==> src/rtl/riscv_timer_access_ctrl_if.sv <==
// Bus bundle between the two requesters, the access controller and the machine timer.
//   Requester side : i_riscv_tctrl_req/we/addr0/addr1/wdata0/wdata1 in, o_riscv_tctrl_ack/rdata/busy out
//   Timer side     : o_riscv_tctrl_wren/rden/regsel/wdata out, i_riscv_tctrl_rdata in
// slave  = the access controller, master = the environment (requesters + timer).
interface riscv_timer_access_ctrl_if;
  logic [1:0]  i_riscv_tctrl_req;
  logic [1:0]  i_riscv_tctrl_we;
  logic [1:0]  i_riscv_tctrl_addr0;
  logic [1:0]  i_riscv_tctrl_addr1;
  logic [31:0] i_riscv_tctrl_wdata0;
  logic [31:0] i_riscv_tctrl_wdata1;
  logic [1:0]  o_riscv_tctrl_ack;
  logic [31:0] o_riscv_tctrl_rdata;
  logic        o_riscv_tctrl_busy;
  logic        o_riscv_tctrl_wren;
  logic        o_riscv_tctrl_rden;
  logic [1:0]  o_riscv_tctrl_regsel;
  logic [63:0] o_riscv_tctrl_wdata;
  logic [63:0] i_riscv_tctrl_rdata;

  modport slave (
    input  i_riscv_tctrl_req, i_riscv_tctrl_we, i_riscv_tctrl_addr0, i_riscv_tctrl_addr1,
           i_riscv_tctrl_wdata0, i_riscv_tctrl_wdata1, i_riscv_tctrl_rdata,
    output o_riscv_tctrl_ack, o_riscv_tctrl_rdata, o_riscv_tctrl_busy, o_riscv_tctrl_wren,
           o_riscv_tctrl_rden, o_riscv_tctrl_regsel, o_riscv_tctrl_wdata
  );

  modport master (
    output i_riscv_tctrl_req, i_riscv_tctrl_we, i_riscv_tctrl_addr0, i_riscv_tctrl_addr1,
           i_riscv_tctrl_wdata0, i_riscv_tctrl_wdata1, i_riscv_tctrl_rdata,
    input  o_riscv_tctrl_ack, o_riscv_tctrl_rdata, o_riscv_tctrl_busy, o_riscv_tctrl_wren,
           o_riscv_tctrl_rden, o_riscv_tctrl_regsel, o_riscv_tctrl_wdata
  );
endinterface

==> src/rtl/riscv_timer_access_ctrl.sv <==
// Arbitrates 32-bit accesses from the hart LSU (port 0) and debug module (port 1) onto the
// 64-bit machine timer. Reads take IDLE->RD->RESP; writes do a read-merge-write IDLE->RD->WR->RESP.
// Ports:
//   i_riscv_tctrl_clk   clock shared with the timer
//   i_riscv_tctrl_rstn  asynchronous active-low reset
//   bus                 requester handshake and timer strobes (see riscv_timer_access_ctrl_if)
// Parameter FIXED_PRIO: 0 = round-robin on simultaneous requests, 1 = port 0 always wins.
module riscv_timer_access_ctrl #(
  parameter bit FIXED_PRIO = 1'b0
) (
  input  logic                          i_riscv_tctrl_clk,
  input  logic                          i_riscv_tctrl_rstn,
  riscv_timer_access_ctrl_if.slave      bus
);

  localparam int unsigned DATA_W  = 32;
  localparam int unsigned TIMER_W = 64;

  typedef enum logic [1:0] {
    IDLE = 2'd0,
    RD   = 2'd1,
    WR   = 2'd2,
    RESP = 2'd3
  } state_e;

  state_e              state_q;
  logic                rr_last_q;   // port granted most recently
  logic                grant_q;
  logic                we_q;
  logic [1:0]          addr_q;
  logic [DATA_W-1:0]   wdata_in_q;
  logic [1:0]          ack_q;
  logic [DATA_W-1:0]   rdata_q;
  logic                busy_q;
  logic                wren_q;
  logic                rden_q;
  logic [1:0]          regsel_q;
  logic [TIMER_W-1:0]  wdata_q;

  logic                grant_c;
  logic                sel_we_c;
  logic [1:0]          sel_addr_c;
  logic [DATA_W-1:0]   sel_wdata_c;

  // Winner selection for the IDLE cycle; on a tie round-robin favours the port not granted last.
  always_comb begin
    grant_c = 1'b0;
    unique case (bus.i_riscv_tctrl_req)
      2'b01:   grant_c = 1'b0;
      2'b10:   grant_c = 1'b1;
      2'b11:   grant_c = FIXED_PRIO ? 1'b0 : ~rr_last_q;
      default: grant_c = 1'b0;
    endcase
    sel_we_c    = grant_c ? bus.i_riscv_tctrl_we[1]   : bus.i_riscv_tctrl_we[0];
    sel_addr_c  = grant_c ? bus.i_riscv_tctrl_addr1  : bus.i_riscv_tctrl_addr0;
    sel_wdata_c = grant_c ? bus.i_riscv_tctrl_wdata1 : bus.i_riscv_tctrl_wdata0;
  end

  // Sequencer: all outputs are registered, so strobes for a state are set on the edge entering it.
  always_ff @(posedge i_riscv_tctrl_clk or negedge i_riscv_tctrl_rstn) begin
    if (!i_riscv_tctrl_rstn) begin
      state_q    <= IDLE;
      rr_last_q  <= 1'b1;
      grant_q    <= 1'b0;
      we_q       <= 1'b0;
      addr_q     <= 2'b00;
      wdata_in_q <= '0;
      ack_q      <= 2'b00;
      rdata_q    <= '0;
      busy_q     <= 1'b0;
      wren_q     <= 1'b0;
      rden_q     <= 1'b0;
      regsel_q   <= 2'b00;
      wdata_q    <= '0;
    end else begin
      ack_q    <= 2'b00;
      rdata_q  <= '0;
      wren_q   <= 1'b0;
      rden_q   <= 1'b0;
      regsel_q <= 2'b00;
      wdata_q  <= '0;
      unique case (state_q)
        IDLE: begin
          if (|bus.i_riscv_tctrl_req) begin
            grant_q    <= grant_c;
            rr_last_q  <= grant_c;
            we_q       <= sel_we_c;
            addr_q     <= sel_addr_c;
            wdata_in_q <= sel_wdata_c;
            busy_q     <= 1'b1;
            rden_q     <= 1'b1;
            regsel_q   <= sel_addr_c[1] ? 2'b10 : 2'b01;
            state_q    <= RD;
          end
        end
        RD: begin
          // Timer read data is valid this cycle; merge or return it on this edge.
          if (we_q) begin
            wren_q   <= 1'b1;
            regsel_q <= addr_q[1] ? 2'b10 : 2'b01;
            wdata_q  <= addr_q[0]
                        ? {wdata_in_q, bus.i_riscv_tctrl_rdata[DATA_W-1:0]}
                        : {bus.i_riscv_tctrl_rdata[TIMER_W-1:DATA_W], wdata_in_q};
            state_q  <= WR;
          end else begin
            ack_q   <= grant_q ? 2'b10 : 2'b01;
            rdata_q <= addr_q[0] ? bus.i_riscv_tctrl_rdata[TIMER_W-1:DATA_W]
                                 : bus.i_riscv_tctrl_rdata[DATA_W-1:0];
            state_q <= RESP;
          end
        end
        WR: begin
          ack_q   <= grant_q ? 2'b10 : 2'b01;
          state_q <= RESP;
        end
        RESP: begin
          busy_q  <= 1'b0;
          state_q <= IDLE;
        end
        default: state_q <= IDLE;
      endcase
    end
  end

  assign bus.o_riscv_tctrl_ack    = ack_q;
  assign bus.o_riscv_tctrl_rdata  = rdata_q;
  assign bus.o_riscv_tctrl_busy   = busy_q;
  assign bus.o_riscv_tctrl_wren   = wren_q;
  assign bus.o_riscv_tctrl_rden   = rden_q;
  assign bus.o_riscv_tctrl_regsel = regsel_q;
  assign bus.o_riscv_tctrl_wdata  = wdata_q;

endmodule

==> src/flat_wrapper.sv <==
// flat-port wrapper written by rule: the top's interface ports become plain ports
module riscv_timer_access_ctrl_flat 
#(
  parameter bit FIXED_PRIO = 1'b0
)
  (i_riscv_tctrl_clk, i_riscv_tctrl_rstn, bus_i_riscv_tctrl_req, bus_i_riscv_tctrl_we, bus_i_riscv_tctrl_addr0, bus_i_riscv_tctrl_addr1, bus_i_riscv_tctrl_wdata0, bus_i_riscv_tctrl_wdata1, bus_i_riscv_tctrl_rdata, bus_o_riscv_tctrl_ack, bus_o_riscv_tctrl_rdata, bus_o_riscv_tctrl_busy, bus_o_riscv_tctrl_wren, bus_o_riscv_tctrl_rden, bus_o_riscv_tctrl_regsel, bus_o_riscv_tctrl_wdata);
  riscv_timer_access_ctrl_if bus_i ();
  input  logic i_riscv_tctrl_clk;
  input  logic i_riscv_tctrl_rstn;
  input wire logic [$bits(bus_i.i_riscv_tctrl_req)-1:0] bus_i_riscv_tctrl_req;
  input wire logic [$bits(bus_i.i_riscv_tctrl_we)-1:0] bus_i_riscv_tctrl_we;
  input wire logic [$bits(bus_i.i_riscv_tctrl_addr0)-1:0] bus_i_riscv_tctrl_addr0;
  input wire logic [$bits(bus_i.i_riscv_tctrl_addr1)-1:0] bus_i_riscv_tctrl_addr1;
  input wire logic [$bits(bus_i.i_riscv_tctrl_wdata0)-1:0] bus_i_riscv_tctrl_wdata0;
  input wire logic [$bits(bus_i.i_riscv_tctrl_wdata1)-1:0] bus_i_riscv_tctrl_wdata1;
  input wire logic [$bits(bus_i.i_riscv_tctrl_rdata)-1:0] bus_i_riscv_tctrl_rdata;
  output wire logic [$bits(bus_i.o_riscv_tctrl_ack)-1:0] bus_o_riscv_tctrl_ack;
  output wire logic [$bits(bus_i.o_riscv_tctrl_rdata)-1:0] bus_o_riscv_tctrl_rdata;
  output wire logic [$bits(bus_i.o_riscv_tctrl_busy)-1:0] bus_o_riscv_tctrl_busy;
  output wire logic [$bits(bus_i.o_riscv_tctrl_wren)-1:0] bus_o_riscv_tctrl_wren;
  output wire logic [$bits(bus_i.o_riscv_tctrl_rden)-1:0] bus_o_riscv_tctrl_rden;
  output wire logic [$bits(bus_i.o_riscv_tctrl_regsel)-1:0] bus_o_riscv_tctrl_regsel;
  output wire logic [$bits(bus_i.o_riscv_tctrl_wdata)-1:0] bus_o_riscv_tctrl_wdata;
  assign bus_i.i_riscv_tctrl_req = bus_i_riscv_tctrl_req;
  assign bus_i.i_riscv_tctrl_we = bus_i_riscv_tctrl_we;
  assign bus_i.i_riscv_tctrl_addr0 = bus_i_riscv_tctrl_addr0;
  assign bus_i.i_riscv_tctrl_addr1 = bus_i_riscv_tctrl_addr1;
  assign bus_i.i_riscv_tctrl_wdata0 = bus_i_riscv_tctrl_wdata0;
  assign bus_i.i_riscv_tctrl_wdata1 = bus_i_riscv_tctrl_wdata1;
  assign bus_i.i_riscv_tctrl_rdata = bus_i_riscv_tctrl_rdata;
  assign bus_o_riscv_tctrl_ack = bus_i.o_riscv_tctrl_ack;
  assign bus_o_riscv_tctrl_rdata = bus_i.o_riscv_tctrl_rdata;
  assign bus_o_riscv_tctrl_busy = bus_i.o_riscv_tctrl_busy;
  assign bus_o_riscv_tctrl_wren = bus_i.o_riscv_tctrl_wren;
  assign bus_o_riscv_tctrl_rden = bus_i.o_riscv_tctrl_rden;
  assign bus_o_riscv_tctrl_regsel = bus_i.o_riscv_tctrl_regsel;
  assign bus_o_riscv_tctrl_wdata = bus_i.o_riscv_tctrl_wdata;
  riscv_timer_access_ctrl #(.FIXED_PRIO(FIXED_PRIO)) u_core (.i_riscv_tctrl_clk(i_riscv_tctrl_clk), .i_riscv_tctrl_rstn(i_riscv_tctrl_rstn), .bus(bus_i));
endmodule
==> config.mk <==
export PLATFORM = sky130hd
export DESIGN_NAME = riscv_timer_access_ctrl_flat
export DESIGN_NICKNAME = d
export VERILOG_FILES = /design/src/rtl/riscv_timer_access_ctrl_if.sv /design/src/rtl/riscv_timer_access_ctrl.sv /design/src/flat_wrapper.sv
export SDC_FILE = /design/constraint.sdc
export NUM_CORES = 1
export LEC_CHECK = 0
export ABC_AREA = 1
export CORE_MARGIN = 4
export CORE_UTILIZATION = 49
export CTS_BUF_LIST = sky130_fd_sc_hd__clkbuf_4 sky130_fd_sc_hd__clkbuf_8
export CTS_CLUSTER_SIZE = 8
export DETAILED_ROUTE_END_ITERATION = 10
export PLACE_DENSITY = 0.88
export SLEW_MARGIN = 40
export SYNTH_ARGS = -nofsm -noshare
export SYNTH_HDL_FRONTEND = slang
export SYNTH_SLANG_ARGS = --single-unit
==> constraint.sdc <==
create_clock -name i_riscv_tctrl_clk -period 4.5 [get_ports i_riscv_tctrl_clk]
set_clock_uncertainty 0.1 [all_clocks]
set_input_delay 0.9 -clock i_riscv_tctrl_clk [delete_from_list [all_inputs] [get_ports i_riscv_tctrl_clk]]
set_output_delay 0.9 -clock i_riscv_tctrl_clk [all_outputs]
set_load 0.01 [all_outputs]
### Yosys cells after proc, flatten, opt, wreduce, memory -nomap -nowiden

Index checks and enable logic that the tools add are counted.

| word-level totals | value |
|---|---|
| word-level logic and storage cells | 52 |
| flip-flop bits (word level) | 142 |
| output and inout bits | 103 |
| input port bits | 138 |

| operators by class | value |
|---|---|
| equality and inequality tests | 6 |
| mux-type cells | 27 |
| reductions and logical operators | 5 |
| bitwise logic cells | 1 |

Operator list:

| kind | number |
|---|---|
| $mux W64 | 3 |
| $mux W32 | 4 |
| $mux W2 | 8 |
| $eq A2 B2 Y1 const B | 4 |
| $pmux W2 S2 | 2 |
| $pmux W2 S4 | 1 |
| $mux W1 | 7 |
| $pmux W1 S2 | 2 |
| $reduce_and A2 Y1 | 2 |
| $eq A2 B1 Y1 const B | 1 |
| $logic_not A2 Y1 | 1 |
| $ne A2 B1 Y1 const B | 1 |
| $reduce_bool A2 Y1 | 1 |
| $reduce_or A2 Y1 | 1 |
| $not A1 Y1 | 1 |

### Logic depth before layout (Yosys ltp)

Gate-level depths: netlist (run 1).

| depth | value |
|---|---|
| depth after elaboration | 6 |
| mapped depth | 8 |
| depth with buffers taken out | 6 |

### Least setup slack after synthesis (run 1)

Ideal clock, no wire load.

| timing | value |
|---|---|
| path type | input-to-reg |
| start point | input port bus_i_riscv_tctrl_req[0] |
| end point | register u_core.wdata_in_q[10] |
| library setup time | 0.117 ns |
| required time | 4.283 ns |
| cell stages on the path | 6 |
| arrival | 1.514 ns |
| slack | 2.769 ns |
| path buffers | 2 |
| cells stage by stage | nand2_1 -> buf_2 -> buf_2 -> nand3_1 -> nand3_1 -> nand2_1 |

| on the way | value |
|---|---|
| word-level cells in the longest chain between the ends | 3 |
| elaborated cells between the ends (all ways) | 6 |
| classes of those cells | eq/ne (2); mux (2); reduce/logical (2) |

Ends and longest elaborated chain:

| element | line | source |
|---|---|---|
| start, declared | flat_wrapper.sv:10 | `input wire logic [$bits(bus_i.i_riscv_tctrl_req)-1:0] bus_i_riscv_tctrl_req;` |
| $eq A2 B2 Y1 | riscv_timer_access_ctrl.sv:48 | `unique case (bus.i_riscv_tctrl_req)` |
| $pmux W1 S2 | riscv_timer_access_ctrl.sv:48 |  |
| $mux W32 | riscv_timer_access_ctrl.sv:56 | `sel_wdata_c = grant_c ? bus.i_riscv_tctrl_wdata1 : bus.i_riscv_tctrl_wdata0;` |
| end signal, assigned | riscv_timer_access_ctrl.sv:89 | `wdata_in_q <= sel_wdata_c;` |
| end, declared | riscv_timer_access_ctrl.sv:31 | `logic [DATA_W-1:0] wdata_in_q;` |

Several ways; a longest one is shown, not always the timed one.
A chain may end at the register's enable or synchronous reset.

### Worst setup path in the final report (run 1)

| timing | value |
|---|---|
| start point | input port bus_i_riscv_tctrl_req[0] |
| end point | register u_core.regsel_q[1], in the netlist u_core.bus.o_riscv_tctrl_regsel[1] |

| on the way | value |
|---|---|
| word-level cells in the longest chain between the ends | 6 |
| elaborated cells between the ends (all ways) | 8 |
| classes of those cells | eq/ne (2); mux (5); reduce/logical (1) |

Ends and longest elaborated chain:

| element | line | source |
|---|---|---|
| $eq A2 B2 Y1 | riscv_timer_access_ctrl.sv:48 |  |
| $pmux W1 S2 | riscv_timer_access_ctrl.sv:48 |  |
| $mux W2 | riscv_timer_access_ctrl.sv:55 | `sel_addr_c = grant_c ? bus.i_riscv_tctrl_addr1 : bus.i_riscv_tctrl_addr0;` |
| $mux W2 | riscv_timer_access_ctrl.sv:92 | `regsel_q <= sel_addr_c[1] ? 2'b10 : 2'b01;` |
| $mux W2 (*) | riscv_timer_access_ctrl.sv:84 | `if (\|bus.i_riscv_tctrl_req) begin` |
| $pmux W2 S2 (*) | riscv_timer_access_ctrl.sv:82 | `unique case (state_q)` |
| end signal, assigned | riscv_timer_access_ctrl.sv:92 |  |
| end signal, assigned | riscv_timer_access_ctrl.sv:100 | `regsel_q <= addr_q[1] ? 2'b10 : 2'b01;` |
| end, declared | riscv_timer_access_ctrl.sv:37 | `logic [1:0] regsel_q;` |

Every way passes the cells marked *; elsewhere a longest branch is shown, timed or not.

==> reports/metrics.cfg, run 1 <==
[outcome]
status=finished, final reports clean

[clock_network]
clk-insertion-delay-late_ps=440
postCtsSetupBuffers=0
holdBufCountCts=0
cts_max_level=4
post_cts_resized=0
clk_root_buffer_cell=clkbuf_8
cts_sinks=142
cts_tree=yes
path_clk_slew_ps=80
cts-buffers-inserted=17
cts_buffer_depth=2

[timing]
max_slew.worst_pin.slew_ps=827
fin_crit_sh_pct=57.0
hold_viol_final=0
setup_tns_ps=0
max_clock_freq_mhz=390
worst_slack_ps=1940
layout_min_cycle_time_ps=2560
slew_violations=0
slew_headroom_pct=44.9
rsz0062_at_grt=false
setup_viol=0

[worst_setup_path]
worstSetupEndpointType=flip-flop
critPathMaxFanout=38
path_class=in2reg
critPathArrivalTime_ps=2840
cp_data_required_time_ps=4770
start_kind=input pin

[route]
routed_via_density=5.09
ant_nets=0
vias=5967
firstDrtPassIters=5
wl_mm=18.7
drtIter0Drc=606
routedWlPerCell_um=15.9
drc=0

[die]
die_h_um=121
row_count=41
die_area_um2=14600
start_util_pct=49.8
ios=241
design.core.area_um2=12600
fp.dieW_um=121

[placement]
place_area_um2=8730
dpl_worst_slack_ps=1500
portBuffers=240
gp_congestion=0.879
post-dp-hpwl_mm=13.2

[finish]
register_area_um2=3560
diodes=0
final_nets=1130
nFillCells=934
syn2layout_area_growth_pct=46.4
final_core_util_pct=72.9
drive_gt1_share_pct=5.39
multiInputGateArea_um2=2160
final_cell_area_um2=9160

[pwr]
internal_power_mw=3.27
p_leak_nw=4.53
power.density_nw_per_um2=571
ir_drop_mv=0.405
power_frac_seq_pct=37.1
p_clk_share_pct=20.5
finalPower_mw=5.23
switching_share_pct=37.5
p_switching_mw=1.96
combPwrFrac_pct=42.3

[yosys]
avgSynthCellArea_um2=8.15
synth.distinct_cells=20
syn_nets=910
postSynthCellCount=768
ys_top_cells_by_area=dfrtp_1 56%, nor2_1 12%, nand2_1 7.3%, nand3_1 5.8%, nor3_1 5.0%
synth_top_cell_area_share_pct=56.4
synth_seq_cells=142
yosysSeqAreaShare_pct=56.8
netlist_area_um2=6260
synth_area_leader_cell=dfrtp_1
yosysWarnings=0

[worst_hold_path]
hold_class=reg2reg

[grt]
grt_max_degree=98
grtUsageTotal_pct=25.8
grt.overflow.total=0
grt_pass1_vias=5731
grt_antenna_before_repair=0
grt_pass1_wl_mm=29.3

[run]
drv_cap=0

[power groups by stage]
| stage | logic [mW] | registers [mW] | clock network, mW |
|---|---|---|---|
| final | 2.22 | 1.94 | 1.07 |
| after detailed placement | 2.21 | 1.96 | 0 |
| after floorplan | 1.13 | 2.04 | 0 |
| after global routing | 2.45 | 1.99 | 1.13 |
| after CTS | 2.22 | 1.94 | 1.09 |
| after global placement | 2.11 | 1.94 | 0 |
[placed cells by master, fill, tap and decap left out, types with 2 or more instances in the layout]
master / synthesis / layout
o21ai_0: 37 / 37
nor3_1: 62 / 62
clkinv_2: 0 / 3
nor2_1: 194 / 193
bufinv_16: 0 / 3
clkbuf_4: 0 / 3
buf_4: 9 / 6
ha_1: 4 / 4
clkinvlp_4: 0 / 3
clkdlybuf4s50_1: 0 / 238
clkbuf_8: 0 / 20
nand2_1: 122 / 121
dfrtp_1: 141 / 140
nand2_2: 1 / 2
buf_8: 0 / 2
inv_1: 78 / 78
nand3_1: 73 / 73
[logic make-up after synthesis]
family | share of synthesized area, %
compound gates | 3.18
flops | 56.8
buf+inv | 8.98
fa+ha+maj | 0.800
simple gates | 30.2
[sequential cells by signal, summed over array words and instances (netlist names)]
register                         flops
u_core.state_q                       2
u_core.bus.o_riscv_tctrl_rdata      32
u_core.wdata_in_q                   32
u_core.bus.o_riscv_tctrl_rden        1
u_core.bus.o_riscv_tctrl_busy        1
u_core.bus.o_riscv_tctrl_wdata      64
u_core.bus.o_riscv_tctrl_wren        1
u_core.addr_q                        2
u_core.bus.o_riscv_tctrl_regsel      2
u_core.grant_q                       1
u_core.bus.o_riscv_tctrl_ack         2
u_core.we_q                          1
u_core.rr_last_q                     1
[cell usage after synthesis, drive strengths merged]
cell / number
nor2: 195
dfrtp: 141
nand2: 123
inv: 79
nand3: 73
nor3: 63
o21ai: 38
buf: 37
clkbuf: 12
ha: 4
a21oi: 1
dfstp: 1
or2: 1
[final cells by class]
class                   count  share of cell area [%]
inverters                  79                    3.24
repair buffers            250                    27.5
multi-input cells         498                    23.5
well taps                 172                    2.35
flip-flops and latches    142                    38.8
clock buffers              22                    3.10
clock inverters            10                    1.49
[final timing paths]
check	to	depth (start not counted)	start	slack (ps)
min reg2reg	u_core.bus.o_riscv_tctrl_ack[0]	1	u_core.grant_q	330
min	u_core.bus.o_riscv_tctrl_ack[0]	1	u_core.grant_q	330
max in group asynchronous	u_core.wdata_in_q[14]	2	i_riscv_tctrl_rstn	3040
max reg2reg	u_core.bus.o_riscv_tctrl_rdata[4]	7	u_core.state_q[1]	2340
min in group asynchronous	u_core.bus.o_riscv_tctrl_ack[1]	1	i_riscv_tctrl_rstn	390
max	u_core.bus.o_riscv_tctrl_regsel[1]	7	bus_i_riscv_tctrl_req[0]	1940
[through the flow]
stage	hold WS, ps	cells
after floorplan	303	768
after global placement	312	1138
after detailed placement	317	1141
after CTS	329	1173
after global routing	340	1173
final	326	1173
[critical path: stages]
cell and delay [ps]:
clkdlybuf4s50_1 480, nand2_1 90, buf_4 380, nand2_2 550
nand2_1 190, nand3_1 120, nand2_1 110
[per-layer routing]
metal | global-route usage, % | part of all wire, %
met5 | 0 | 0
met4 | 12.4 | 3.9
met3 | 5.45 | 6.6
met2 | 43.0 | 50
met1 | 31.9 | 40
Power figures use the tool's default switching activity.
==> run 2: changes to the inputs <==
--- a/config.mk
+++ b/config.mk
@@ -7,11 +7,11 @@
 export LEC_CHECK = 0
 export ABC_AREA = 1
 export CORE_MARGIN = 4
-export CORE_UTILIZATION = 49
+export CORE_UTILIZATION = 45
 export CTS_BUF_LIST = sky130_fd_sc_hd__clkbuf_4 sky130_fd_sc_hd__clkbuf_8
 export CTS_CLUSTER_SIZE = 8
 export DETAILED_ROUTE_END_ITERATION = 10
-export PLACE_DENSITY = 0.88
+export PLACE_DENSITY = 0.82
 export SLEW_MARGIN = 40
 export SYNTH_ARGS = -nofsm -noshare
 export SYNTH_HDL_FRONTEND = slang
==> constraint.sdc (replaced) <==
create_clock -name i_riscv_tctrl_clk -period 2.7 [get_ports i_riscv_tctrl_clk]
set_clock_uncertainty 0.1 [all_clocks]
set_input_delay 0.54 -clock i_riscv_tctrl_clk [delete_from_list [all_inputs] [get_ports i_riscv_tctrl_clk]]
set_output_delay 0.54 -clock i_riscv_tctrl_clk [all_outputs]
set_load 0.01 [all_outputs]
==> run 2 against run 1 <==
Via count is 1.5% lower. Clock power increased by 94%. Die area up 8.3%. Final area increased by 1.7%. Setup slack worse by 1200 ps. Critical path depth decreased by 6. Cell count up 0.85%. Combinational power is 68% higher. Routed wire length rose by 1.4%. Non-clock buffer count up 6. Core utilization shrank 3.7 points. Register-to-register slack got worse by 1500 ps.
==> reports/metrics.cfg, run 2 (synthesis gave the netlist of run 1 again) <==
[worst_setup_path]
cp_top_family=buffers and inverters
worstSetupEndpointType=primary output
worstSetupPathDepth=1  ; -6
start_kind=flip-flop
slowest_delay_ps=550  ; about the same
path_class=reg2out
cp_data_required_time_ps=2060  ; -2710 ps
critical_path_buf_inv_count=1  ; -1
crit_chain=clkdlybuf4s50_1
critPathMaxFanout=2  ; -95%
critPathArrivalTime_ps=1370  ; -1470 ps
r2r_cells=7  ; unchanged
slowest_stage=clkdlybuf4s50_1

[grt]
grt_antenna_before_repair=0  ; unchanged
grt_pass1_wl_mm=29.9  ; +2.1%
grt_max_degree=98  ; unchanged
grt_pass1_vias=5839  ; +1.9%
grt.overflow.total=0  ; unchanged
grtUsageTotal_pct=23.9  ; -1.9 points

[timing]
max_slew.worst_pin.slew_ps=693  ; -134 ps
setup_tns_ps=0  ; unchanged
fin_crit_sh_pct=74.4
setup_viol=0  ; unchanged
worst_slack_ps=690  ; -1250 ps
max_clock_freq_mhz=497
hold_viol_final=0  ; unchanged
rsz0062_at_grt=false
slew_violations=0  ; unchanged
slew_headroom_pct=53.8  ; +8.9 points
layout_min_cycle_time_ps=2010

[finish]
final_cell_area_um2=9310  ; +1.7%
final_nets=1136  ; +0.53%
diodes=0  ; unchanged
syn2layout_area_growth_pct=48.9
nFillCells=1097  ; +17%
final_core_util_pct=69.2  ; -3.7 points
drive_gt1_share_pct=5.96  ; +0.56 points
layout_commonest_cell=clkdlybuf4s50_1
largest_reg_flops=64  ; unchanged
final_cell_mix=238 x clkdlybuf4s50_1, 193 x nor2_1, 140 x dfrtp_1, 120 x nand2_1, 78 x inv_1

[placement]
post-dp-hpwl_mm=13.5  ; +2.7%
gp_congestion=0.847  ; -3.6%
place_area_um2=8810  ; +0.87%
dpl_worst_slack_ps=565  ; -940 ps
portBuffers=240  ; unchanged

[clock_network]
cts_sinks=142  ; unchanged
cts_max_level=4  ; unchanged
cts_buffer_depth=2  ; unchanged
path_clk_slew_ps=80  ; about the same
holdBufCountCts=1  ; +1
post_cts_resized=0  ; unchanged
cts_tree=yes
clk_root_buffer_cell=clkbuf_8
clk-insertion-delay-late_ps=440  ; about the same
cts-buffers-inserted=17  ; unchanged
postCtsSetupBuffers=0  ; unchanged

[route]
drc=0  ; unchanged
routed_via_density=4.97  ; -2.4%
routedWlPerCell_um=16.0  ; +0.56%
wl_mm=18.9  ; +1.4%
ant_nets=0  ; unchanged
firstDrtPassIters=5  ; unchanged
drtIter0Drc=428  ; -29%
vias=5876  ; -1.5%

[outcome]
status=finished, final reports clean

[die]
die_h_um=126  ; +4.1%
start_util_pct=46.5  ; -3.3 points
fp.dieW_um=126  ; +4.1%
die_area_um2=15900  ; +8.3%
design.core.area_um2=13500  ; +7.0%
ios=241  ; unchanged
row_count=42  ; +2.4%

[worst_hold_path]
hold_depth=1  ; unchanged
hold_class=reg2reg

[pwr]
power.density_nw_per_um2=971  ; +70%
ir_drop_mv=0.477  ; +18%
finalPower_mw=9.04  ; +73%
p_leak_nw=4.60  ; +1.6%

[run]
drv_cap=0  ; unchanged

==> run 2: changes by cell type in the layout (fill, tap and decap cells not counted), sizes merged <==
cell / delta
clkinvlp: -1
buf: +6
bufinv: +3
inv: -1
clkbuf: -2
dlygate4sd3: +1
==> run 2: worst paths after layout <==
check,slack (ps),start,end
setup reg to reg,810,u_core.state_q[1],u_core.bus.o_riscv_tctrl_rdata[26]
max in group asynchronous,1330,i_riscv_tctrl_rstn,u_core.bus.o_riscv_tctrl_wdata[41]
hold / removal,340,u_core.grant_q,u_core.bus.o_riscv_tctrl_ack[0]
min in group asynchronous,460,i_riscv_tctrl_rstn,u_core.bus.o_riscv_tctrl_wdata[25]
hold reg to reg,340,u_core.grant_q,u_core.bus.o_riscv_tctrl_ack[0]
setup / recovery,690,u_core.bus.o_riscv_tctrl_busy,bus_o_riscv_tctrl_busy
==> run 2: where the power goes <==
group | switching, mW | leakage [nW] | internal [mW] | total, mW
Clock | 0.803 | 0.245 | 1.27 | 2.08
Combinational | 2.08 | 2.48 | 1.65 | 3.73
Sequential | 0.392 | 1.88 | 2.85 | 3.24
==> run 2: final cells by class <==
cell class | count | area (µm²) | area share, %
well taps | 176 | 220 | 2.36
multi-input cells | 498 | 2160 | 23.2
clock inverters | 11 | 210 | 2.26
repair buffers | 256 | 2590 | 27.8
inverters | 79 | 297 | 3.18
flip-flops and latches | 142 | 3560 | 38.2
clock buffers | 21 | 283 | 3.04
==> run 2: per-layer routing <==
layer	wire (µm)	up-vias	track usage [%]
met5	0	-	0
met4	701	0	11.8
met3	1210	48	5.00
met2	9390	239	39.3
met1	7640	2765	30.0
li1	-	2824	-
==> run 2: metrics by stage <==
stage | std cells | hold WS [ps]
2_1_floorplan | 768 | 144
3_3_place_gp | 1150 | 329
3_5_place_dp | 1150 | 316
4_1_cts | 1183 | 340
5_1_grt | 1183 | 375
6_report | 1183 | 337
